<file path="config.mk">
export PLATFORM = sky130hd
export DESIGN_NAME = peripheral_gpio_irq_apb4
export DESIGN_NICKNAME = d
export VERILOG_FILES = /design/src/rtl/peripheral_gpio_irq_apb4.sv
export SDC_FILE = /design/constraint.sdc
export NUM_CORES = 1
export LEC_CHECK = 0
export CORE_ASPECT_RATIO = 0.75
export CORE_MARGIN = 4
export CORE_UTILIZATION = 52
export DETAILED_ROUTE_END_ITERATION = 12
export HOLD_SLACK_MARGIN = 0.05
export PLACE_DENSITY = 0.89
export SLEW_MARGIN = 10
export SYNTH_ARGS = -nofsm -noshare
export SYNTH_HDL_FRONTEND = slang
export SYNTH_SLANG_ARGS = --single-unit
</file>
<file path="constraint.sdc">
create_clock -name PCLK -period 2.5 [get_ports PCLK]
set_input_delay 0.625 -clock PCLK [delete_from_list [all_inputs] [get_ports PCLK]]
set_output_delay 0.625 -clock PCLK [all_outputs]
set_load 0.02 [all_outputs]
</file>
<file path="src/rtl/peripheral_gpio_irq_apb4.sv">
// APB4 GPIO block: direction/output registers, synchronised inputs, and
// per-pin rise/fall edge detection into a sticky status with a level interrupt.
module peripheral_gpio_irq_apb4 #(
  parameter int PADDR_SIZE = 10,
  parameter int PDATA_SIZE = 32,
  parameter int GPIO_WIDTH = 16,
  parameter int SYNC_DEPTH = 3
) (
  input  logic                    PCLK,
  input  logic                    PRESET,
  input  logic                    PSEL,
  input  logic                    PENABLE,
  input  logic                    PWRITE,
  input  logic [PDATA_SIZE/8-1:0] PSTRB,
  input  logic [PADDR_SIZE-1:0]   PADDR,
  input  logic [PDATA_SIZE-1:0]   PWDATA,
  output logic [PDATA_SIZE-1:0]   PRDATA,
  output logic                    PREADY,
  output logic                    PSLVERR,
  input  logic [GPIO_WIDTH-1:0]   gpio_i,
  output logic [GPIO_WIDTH-1:0]   gpio_o,
  output logic [GPIO_WIDTH-1:0]   gpio_oe,
  output logic                    irq_o
);

  localparam int NLANE = PDATA_SIZE / 8;

  localparam logic [2:0] A_DIR    = 3'd0;
  localparam logic [2:0] A_OUT    = 3'd1;
  localparam logic [2:0] A_IN     = 3'd2;
  localparam logic [2:0] A_IE     = 3'd3;
  localparam logic [2:0] A_RISE   = 3'd4;
  localparam logic [2:0] A_FALL   = 3'd5;
  localparam logic [2:0] A_STATUS = 3'd6;
  localparam logic [2:0] A_TOGGLE = 3'd7;

  function automatic logic [PDATA_SIZE-1:0] lane_mask(input logic [NLANE-1:0] strb);
    logic [PDATA_SIZE-1:0] m;
    m = '0;
    for (int i = 0; i < NLANE; i++) m[i*8 +: 8] = {8{strb[i]}};
    return m;
  endfunction

  function automatic logic [PDATA_SIZE-1:0] zext(input logic [GPIO_WIDTH-1:0] v);
    logic [PDATA_SIZE-1:0] r;
    r = '0;
    r[GPIO_WIDTH-1:0] = v;
    return r;
  endfunction

  function automatic logic [GPIO_WIDTH-1:0] merge(input logic [GPIO_WIDTH-1:0] old_v,
                                                  input logic [GPIO_WIDTH-1:0] new_v,
                                                  input logic [GPIO_WIDTH-1:0] mask);
    return (old_v & ~mask) | (new_v & mask);
  endfunction

  logic [GPIO_WIDTH-1:0] dir_q, dir_d;
  logic [GPIO_WIDTH-1:0] out_q, out_d;
  logic [GPIO_WIDTH-1:0] ie_q, ie_d;
  logic [GPIO_WIDTH-1:0] rise_q, rise_d;
  logic [GPIO_WIDTH-1:0] fall_q, fall_d;
  logic [GPIO_WIDTH-1:0] status_q, status_d;
  logic [GPIO_WIDTH-1:0] prev_q;
  logic [GPIO_WIDTH-1:0] sync_q [SYNC_DEPTH];
  logic                  irq_q, irq_d;

  logic                  wr_en, rd_en;
  logic [2:0]            addr;
  logic [PDATA_SIZE-1:0] strb_mask;
  logic [GPIO_WIDTH-1:0] wmask, wdata, w1c, in_w, evt;
  logic                  unused_bits;

  assign wr_en     = PSEL & PENABLE & PWRITE;
  assign rd_en     = PSEL & ~PWRITE;
  assign addr      = PADDR[4:2];
  assign strb_mask = lane_mask(PSTRB);
  assign wmask     = strb_mask[GPIO_WIDTH-1:0];
  assign wdata     = PWDATA[GPIO_WIDTH-1:0];
  assign in_w      = sync_q[SYNC_DEPTH-1];
  // Address bits outside [4:2] and data bits above the pin count are don't-care.
  assign unused_bits = ^{PADDR, PWDATA};

  always_comb begin
    dir_d  = dir_q;
    out_d  = out_q;
    ie_d   = ie_q;
    rise_d = rise_q;
    fall_d = fall_q;
    w1c    = '0;
    if (wr_en) begin
      case (addr)
        A_DIR:    dir_d  = merge(dir_q, wdata, wmask);
        A_OUT:    out_d  = merge(out_q, wdata, wmask);
        A_IE:     ie_d   = merge(ie_q, wdata, wmask);
        A_RISE:   rise_d = merge(rise_q, wdata, wmask);
        A_FALL:   fall_d = merge(fall_q, wdata, wmask);
        A_STATUS: w1c    = wdata & wmask;
        A_TOGGLE: out_d  = out_q ^ (wdata & wmask);
        default:  ;
      endcase
    end
    evt      = (rise_q & in_w & ~prev_q) | (fall_q & ~in_w & prev_q);
    // A new event wins over a simultaneous write-one-to-clear of the same bit.
    status_d = evt | (status_q & ~w1c);
    irq_d    = |(status_q & ie_q);
  end

  always_ff @(posedge PCLK) begin
    if (PRESET) begin
      dir_q    <= '0;
      out_q    <= '0;
      ie_q     <= '0;
      rise_q   <= '0;
      fall_q   <= '0;
      status_q <= '0;
      prev_q   <= '0;
      irq_q    <= 1'b0;
      for (int i = 0; i < SYNC_DEPTH; i++) sync_q[i] <= '0;
    end else begin
      dir_q    <= dir_d;
      out_q    <= out_d;
      ie_q     <= ie_d;
      rise_q   <= rise_d;
      fall_q   <= fall_d;
      status_q <= status_d;
      prev_q   <= in_w;
      irq_q    <= irq_d;
      sync_q[0] <= gpio_i;
      for (int i = 1; i < SYNC_DEPTH; i++) sync_q[i] <= sync_q[i-1];
    end
  end

  always_comb begin
    PRDATA = '0;
    if (rd_en) begin
      case (addr)
        A_DIR:    PRDATA = zext(dir_q);
        A_OUT:    PRDATA = zext(out_q);
        A_IN:     PRDATA = zext(in_w);
        A_IE:     PRDATA = zext(ie_q);
        A_RISE:   PRDATA = zext(rise_q);
        A_FALL:   PRDATA = zext(fall_q);
        A_STATUS: PRDATA = zext(status_q);
        default:  PRDATA = '0;
      endcase
    end
  end

  assign PREADY  = 1'b1;
  assign PSLVERR = ~PRESET & wr_en & (addr == A_IN);
  assign gpio_o  = out_q;
  assign gpio_oe = dir_q;
  assign irq_o   = irq_q;

endmodule
</file>
==> run_results.csv, run 1 <==
group,metric,value,unit
pwr,p_sw_share,26.45,%
logic_synthesis,synth-seq-cells,161,
global_route,grt_pass1_wl,36.69,mm
worst_setup_path,critPathLaunchType,"input pin",
flow_run,drv_cap,0,
pwr,power.switching,1.520,mW
logic_synthesis,synth_warnings,0,
cells_and_area,n_antenna_cell,0,
floorplanning,ioPinCount,134,
worst_setup_path,cp_max_fo,7,
sta,setup_viol,0,
routing,firstDrtPassIters,6,
logic_synthesis,avgSynthCellArea,8.853,µm²
pwr,p_per_area,602.3,nW/µm²
pwr,power_frac_seq,45.8,%
sta,fin_tns_setup,0,ns
global_route,antenna_found_initial,0,
logic_synthesis,synth_flop_cell,"dfxtp_1",
cells_and_area,area_growth,33.26,%
sta,slew_headroom,48.70,%
routing,finalWirelength,24.80,mm
global_route,grt_pass1_vias,6776,
floorplanning,fp.dieW,143.5,µm
global_route,overflow,0,
worst_setup_path,cp-startpoint,"PADDR[3]",
logic_synthesis,synth_cells,809,
sta,max_freq,400.9,MHz
cells_and_area,post-route-util,72.07,%
floorplanning,initial_core_util,54.08,%
sta,slew_viol_final,0,
routing,vias,7176,
worst_setup_path,rrSetupSlack,1.18,ns
clock_tree,numClockSinks,161,
floorplanning,dieArea,15730,µm²
cells_and_area,fin_nets,1023,
logic_synthesis,async_flop_share,0,%
sta,post-route-min-period,2.494,ns
worst_setup_path,worstSetupPathType,"in -> out",
clock_tree,postCtsHoldBufs,0,
pwr,p_comb_share,9.6,%
worst_setup_path,rr_startpoint,"status_q[12]",
clock_tree,h-tree-depth,4,
logic_synthesis,synth-edff-count,0,
routing,ant_nets,0,
clock_tree,numCtsBuffers,17,
sta,finClkSkew,0.009117,ns
clock_tree,cts_tree,"yes",
clock_tree,ctsRootBufferMaster,"clkbuf_16",
logic_synthesis,syn_area,7162,µm²
global_route,grt_usage,30.61,%
worst_setup_path,required,1.88,ns
worst_setup_path,crit_path_end_kind,"output pin",
routing,viasPerCell,6.295,
placed_design,place_ws,-0.8328,ns
sta,hold_viol,0,
sta,min_period_over_period,99.77,%
clock_tree,path_clk_slew,0.07,ns
routing,drtIter0Drc,1337,
run_status,status,"finished clean",
clock_tree,clockBufferDepth,2,
placed_design,gp_congestion,0.9886,
worst_setup_path,worst_r2r_path_depth,3,
global_route,grt_max_degree,162,
cells_and_area,drive_above_1_share,21.05,%
cells_and_area,nFillCells,892,
sta,worst_pin_slew,0.7695,ns
worst_setup_path,r2r-end,"irq_o",
sta,setup_slack,0.005641,ns
worst_setup_path,endpoint,"PRDATA[3]",
clock_tree,clkLatencyLatePin,0.44,ns
pwr,leakage,3.667,nW
pwr,p_clk_share,44.6,%
pwr,ir_worst_vdd,0.4545,mV
logic_synthesis,yosysSeqAreaShare,45.00,%
routing,wire_per_inst,21.75,µm
placed_design,hpwl,15.81,mm
min_path,hp-class,"reg -> reg",
routing,drcViolationCount,0,
worst_setup_path,cp_data_arrival_time,1.87,ns
placed_design,io_buffers,91,
logic_synthesis,ys_types,43,
pwr,internal_power,4.228,mW
floorplanning,die_height,109.6,µm
floorplanning,row_count,36,
floorplanning,core,13240,µm²
synthesized netlist by cell type, types with 10 or more instances:
master | instances | area [µm²]
a21oi_1 | 76 | 380.4
o311ai_0 | 14 | 122.6
o21ai_0 | 51 | 255.2
mux2i_1 | 70 | 700.7
a31oi_1 | 21 | 131.4
o31ai_1 | 16 | 120.1
dfxtp_1 | 161 | 3223
mux2_2 | 10 | 112.6
a22oi_1 | 10 | 75.07
buf_4 | 18 | 135.1
buf_2 | 12 | 60.06
inv_1 | 35 | 131.4
nor2b_1 | 50 | 312.8
clkbuf_1 | 32 | 120.1
nand2_1 | 79 | 296.5
nor2_1 | 79 | 296.5
repair_timing:
| item | CTS | global route |
|---|---|---|
| pin swaps | 8 | 5 |
| cloned | 1 | 1 |
| resized for setup | 128 | 21 |
| setup endpoints to repair | 17 | 14 |
| setup buffers | 5 | 7 |
layer usage:
layer  global-route usage (%)  up-vias  routed length, µm
li1                         -     3105                  -
met1                    39.95     3333               9173
met2                    45.83      599              10580
met3                    11.91      139               3991
met4                    12.03        0               1058
met5                        0        -                  0
power groups by stage:
stage / clock [mW] / combinational, mW / sequential [mW]
after floorplan: 0 / 0.256 / 2.68
after global placement: 0 / 0.461 / 2.68
after detailed placement: 0 / 0.469 / 2.69
after CTS: 2.55 / 0.507 / 2.63
after global routing: 2.68 / 0.574 / 2.63
final: 2.56 / 0.553 / 2.63
how the worst min path moves through the flow:
stage,end,cells past startpoint,from,slack [ns]
after global routing,sync_q[0][45],1,sync_q[0][29],0.46
final,sync_q[0][42],1,sync_q[0][26],0.43
after floorplan,sync_q[0][16],1,sync_q[0][0],0.41
after CTS,sync_q[0][29],1,sync_q[0][13],0.44
after detailed placement,sync_q[0][29],1,sync_q[0][13],0.42
after global placement,sync_q[0][37],1,sync_q[0][21],0.42
area by class of cell:
class	count	area (µm²)	share of cell area, %
timing repair buffer	179	1683	17.63
clock buffer	20	466.7	4.890
tap	171	214.0	2.242
multi-input combinational	562	3716	38.94
sequential	161	3223	33.77
clock inverter	12	110.1	1.154
inverter	35	131.4	1.377
worst max-delay path: stages:
cell and delay [ns]:
buf_8 0.12, buf_12 0.13, mux4_2 0.52, mux2i_2 0.22, nor2_2 0.09, buf_4 0.16
cell families after synthesis:
family	Yosys count	share of synthesized area (%)
AND/OR/NAND/NOR	243	16.81
other	2	0.1049
flip-flops	161	45.00
buffers and inverters	101	6.656
AO/OA/AOI/OAI	218	18.82
multiplexers	84	12.61
stage by stage:
stage,power (mW),std cells,hold WS [ns],instance area (µm²)
6_report,5.748,1140,0.4315,9544
5_1_grt,5.887,1140,0.4573,9544
3_3_place_gp,3.145,1094,0.4161,8630
4_1_cts,5.685,1132,0.4362,9399
2_1_floorplan,2.935,824,0.4138,7244
3_5_place_dp,3.156,1094,0.4212,8630
placed cells by master, fill, tap and decap left out, types with 18 or more instances in the layout:
master,n
dfxtp_1,161
buf_4,81
nand2_1,78
nor2_1,74
a21oi_1,71
clkdlybuf4s50_1,68
mux2i_1,67
o21ai_0,48
nor2b_1,48
inv_1,34
clkbuf_16,18
(Power assumes the default switching activity.)
==> inputs of run 2 (changes only) <==
--- a/config.mk
+++ b/config.mk
@@ -9,6 +9,7 @@
 export CORE_MARGIN = 4
 export CORE_UTILIZATION = 52
 export DETAILED_ROUTE_END_ITERATION = 12
+export GPL_ROUTABILITY_DRIVEN = 0
 export HOLD_SLACK_MARGIN = 0.05
 export PLACE_DENSITY = 0.89
 export SLEW_MARGIN = 10
==> run_results.csv, run 2 (synthesis gave the netlist of run 1 again) <==
group,metric,value,unit
worst_setup_path,worstSetupPathType,"in -> out",
global_route,antenna_found_initial,0,
worst_setup_path,critPathLaunchType,"input pin",
routing,wire_per_inst,22.64,µm
sta,hold_viol,0,
flow_run,drv_cap,0,
sta,worst_pin_slew,0.7502,ns
worst_setup_path,r2r-end,"irq_o",
worst_setup_path,cp_data_arrival_time,2.01,ns
sta,max_freq,379.6,MHz
clock_tree,clockBufferDepth,2,
floorplanning,die_height,109.6,µm
sta,rsz0062_at_grt,"true",
sta,min_period_over_period,105.4,%
clock_tree,clkLatencyLatePin,0.44,ns
routing,viasPerCell,6.431,
worst_setup_path,cp_num_buf_inv,5,
placed_design,dp.cells,1092,
cells_and_area,multiInputGateArea,3719,µm²
worst_setup_path,crit_path_end_kind,"output pin",
cells_and_area,instances_no_fill,1141,
worst_setup_path,path_common_cell,"buf_12",
worst_setup_path,rrSetupSlack,1.20,ns
worst_setup_path,critPathSlowestCell,"bufbuf_16",
run_status,failed_checks,"setup timing",
routing,ant_nets,0,
clock_tree,h-tree-depth,4,
worst_setup_path,cp_top_family,"buffers and inverters",
min_path,hold_depth,1,
sta,finClkSkew,0.01153,ns
clock_tree,postCtsHoldBufs,0,
floorplanning,row_count,36,
floorplanning,fp.dieW,143.5,µm
floorplanning,dieArea,15730,µm²
clock_tree,path_clk_slew,0.07,ns
cells_and_area,n_antenna_cell,0,
routing,firstDrtPassIters,6,
clock_tree,ctsRootBufferMaster,"clkbuf_16",
cells_and_area,nFillCells,863,
clock_tree,numClockSinks,161,
global_route,grt_pass1_wl,36.58,mm
cells_and_area,drive_above_1_share,20.72,%
cells_and_area,area_growth,33.61,%
routing,drtIter0Drc,1571,
min_path,hold_path_end,"sync_q[0][20]",
min_path,worstHoldStart,"sync_q[0][4]",
routing,finalWirelength,25.84,mm
floorplanning,ioPinCount,134,
cells_and_area,seq_area,3223,µm²
run_status,status,"complete, but fails checks",
worst_setup_path,cp_max_fo,8,
cells_and_area,layout_commonest_cell,"dfxtp_1",
worst_setup_path,worst_r2r_path_depth,4,
worst_setup_path,worstPathCellList,"buf_12 > buf_12 > buf_8 > nand3_4 > nand3b_1 > bufbuf_16 > nor2_1 > buf_4",
sta,setup_viol,16,
sta,fin_tns_setup,-1.572,ns
sta,slew_viol_final,0,
sta,post-route-min-period,2.634,ns
worst_setup_path,slowest_delay,0.34,ns
placed_design,place_ws,-0.8943,ns
placed_design,place_area,8640,µm²
pwr,p_per_area,603.8,nW/µm²
min_path,hp-class,"reg -> reg",
placed_design,hpwl,15.41,mm
pwr,leakage,3.673,nW
clock_tree,numCtsBuffers,17,
global_route,grt_max_degree,162,
global_route,overflow,0,
cells_and_area,layout_common_cells,"dfxtp_1, buf_4, nand2_1, nor2_1",
sta,slew_headroom,49.99,%
pwr,ir_worst_vdd,0.5254,mV
clock_tree,cts_tree,"yes",
global_route,grt_usage,30.24,%
placed_design,io_buffers,91,
sta,setup_slack,-0.1340,ns
floorplanning,initial_core_util,54.08,%
routing,vias,7338,
floorplanning,core,13240,µm²
global_route,grt_pass1_vias,6474,
worst_setup_path,required,1.88,ns
cells_and_area,design_area,9569,µm²
cells_and_area,fin_nets,1024,
routing,drcViolationCount,0,
-- run 2: cell count changes in the layout (fill, tap and decap cells not counted), moves of 3 or more --
cell	previous run	this run
mux2i_2	3	0
buf_4	81	84
clkbuf_8	3	0
inv_6	6	3
clkinvlp_4	2	5
-- run 2: worst max path at each step --
| stage | from | end | slack (ns) | depth (start not counted) |
|---|---|---|---|---|
| 5_1_grt | PADDR[4] | PRDATA[7] | -0.08 | 8 |
| 3_5_place_dp | PADDR[4] | PRDATA[14] | -0.89 | 7 |
| 4_1_cts | PADDR[3] | PRDATA[3] | 0.001 | 6 |
| 2_1_floorplan | PADDR[4] | PRDATA[14] | -0.008 | 6 |
| 3_3_place_gp | PADDR[4] | PRDATA[14] | -0.86 | 7 |
| 6_report | PADDR[3] | PRDATA[5] | -0.13 | 8 |
-- run 2: per-layer routing --
metal	global-route usage [%]	vias up	part of all wire (%)	wire length (µm)
met3	11.52	194	16	4248
met5	0	-	0	0
met1	41.36	3342	37	9596
li1	-	3096	-	-
met4	10.22	0	5.9	1530
met2	43.93	706	40	10460
-- run 2: layout make-up --
type	instances	share of cell area (%)
multi-input combinational	562	38.86
sequential	161	33.68
timing repair buffer	180	17.86
clock buffer	18	4.485
tap	171	2.236
clock inverter	14	1.504
inverter	35	1.373
-- run 2: what timing repair did --
item | CTS | global route
endpoints found under the setup margin | 17 | 15
endpoints found under the hold margin | 0 | 0
buffers inserted | 3 | 14
gates resized for setup | 114 | 35
cloned | 1 | 1
pin swaps | 4 | 15
-- run 2: where the power goes --
part / switching [mW] / leakage [nW] / internal, mW / total, mW
logic: 0.330 / 2.10 / 0.235 / 0.564
clock network: 1.18 / 0.267 / 1.40 / 2.58
registers: 0.0266 / 1.31 / 2.61 / 2.63
-- run 2: per-stage QoR --
step	power, mW	hold WS (ns)	util, %
5_1_grt	5.886	0.4533	72.26
2_1_floorplan	2.935	0.4138	-
6_report	5.778	0.4370	72.26
3_5_place_dp	3.159	0.4204	65.24
3_3_place_gp	3.150	0.4159	65.24
4_1_cts	5.695	0.4362	70.66
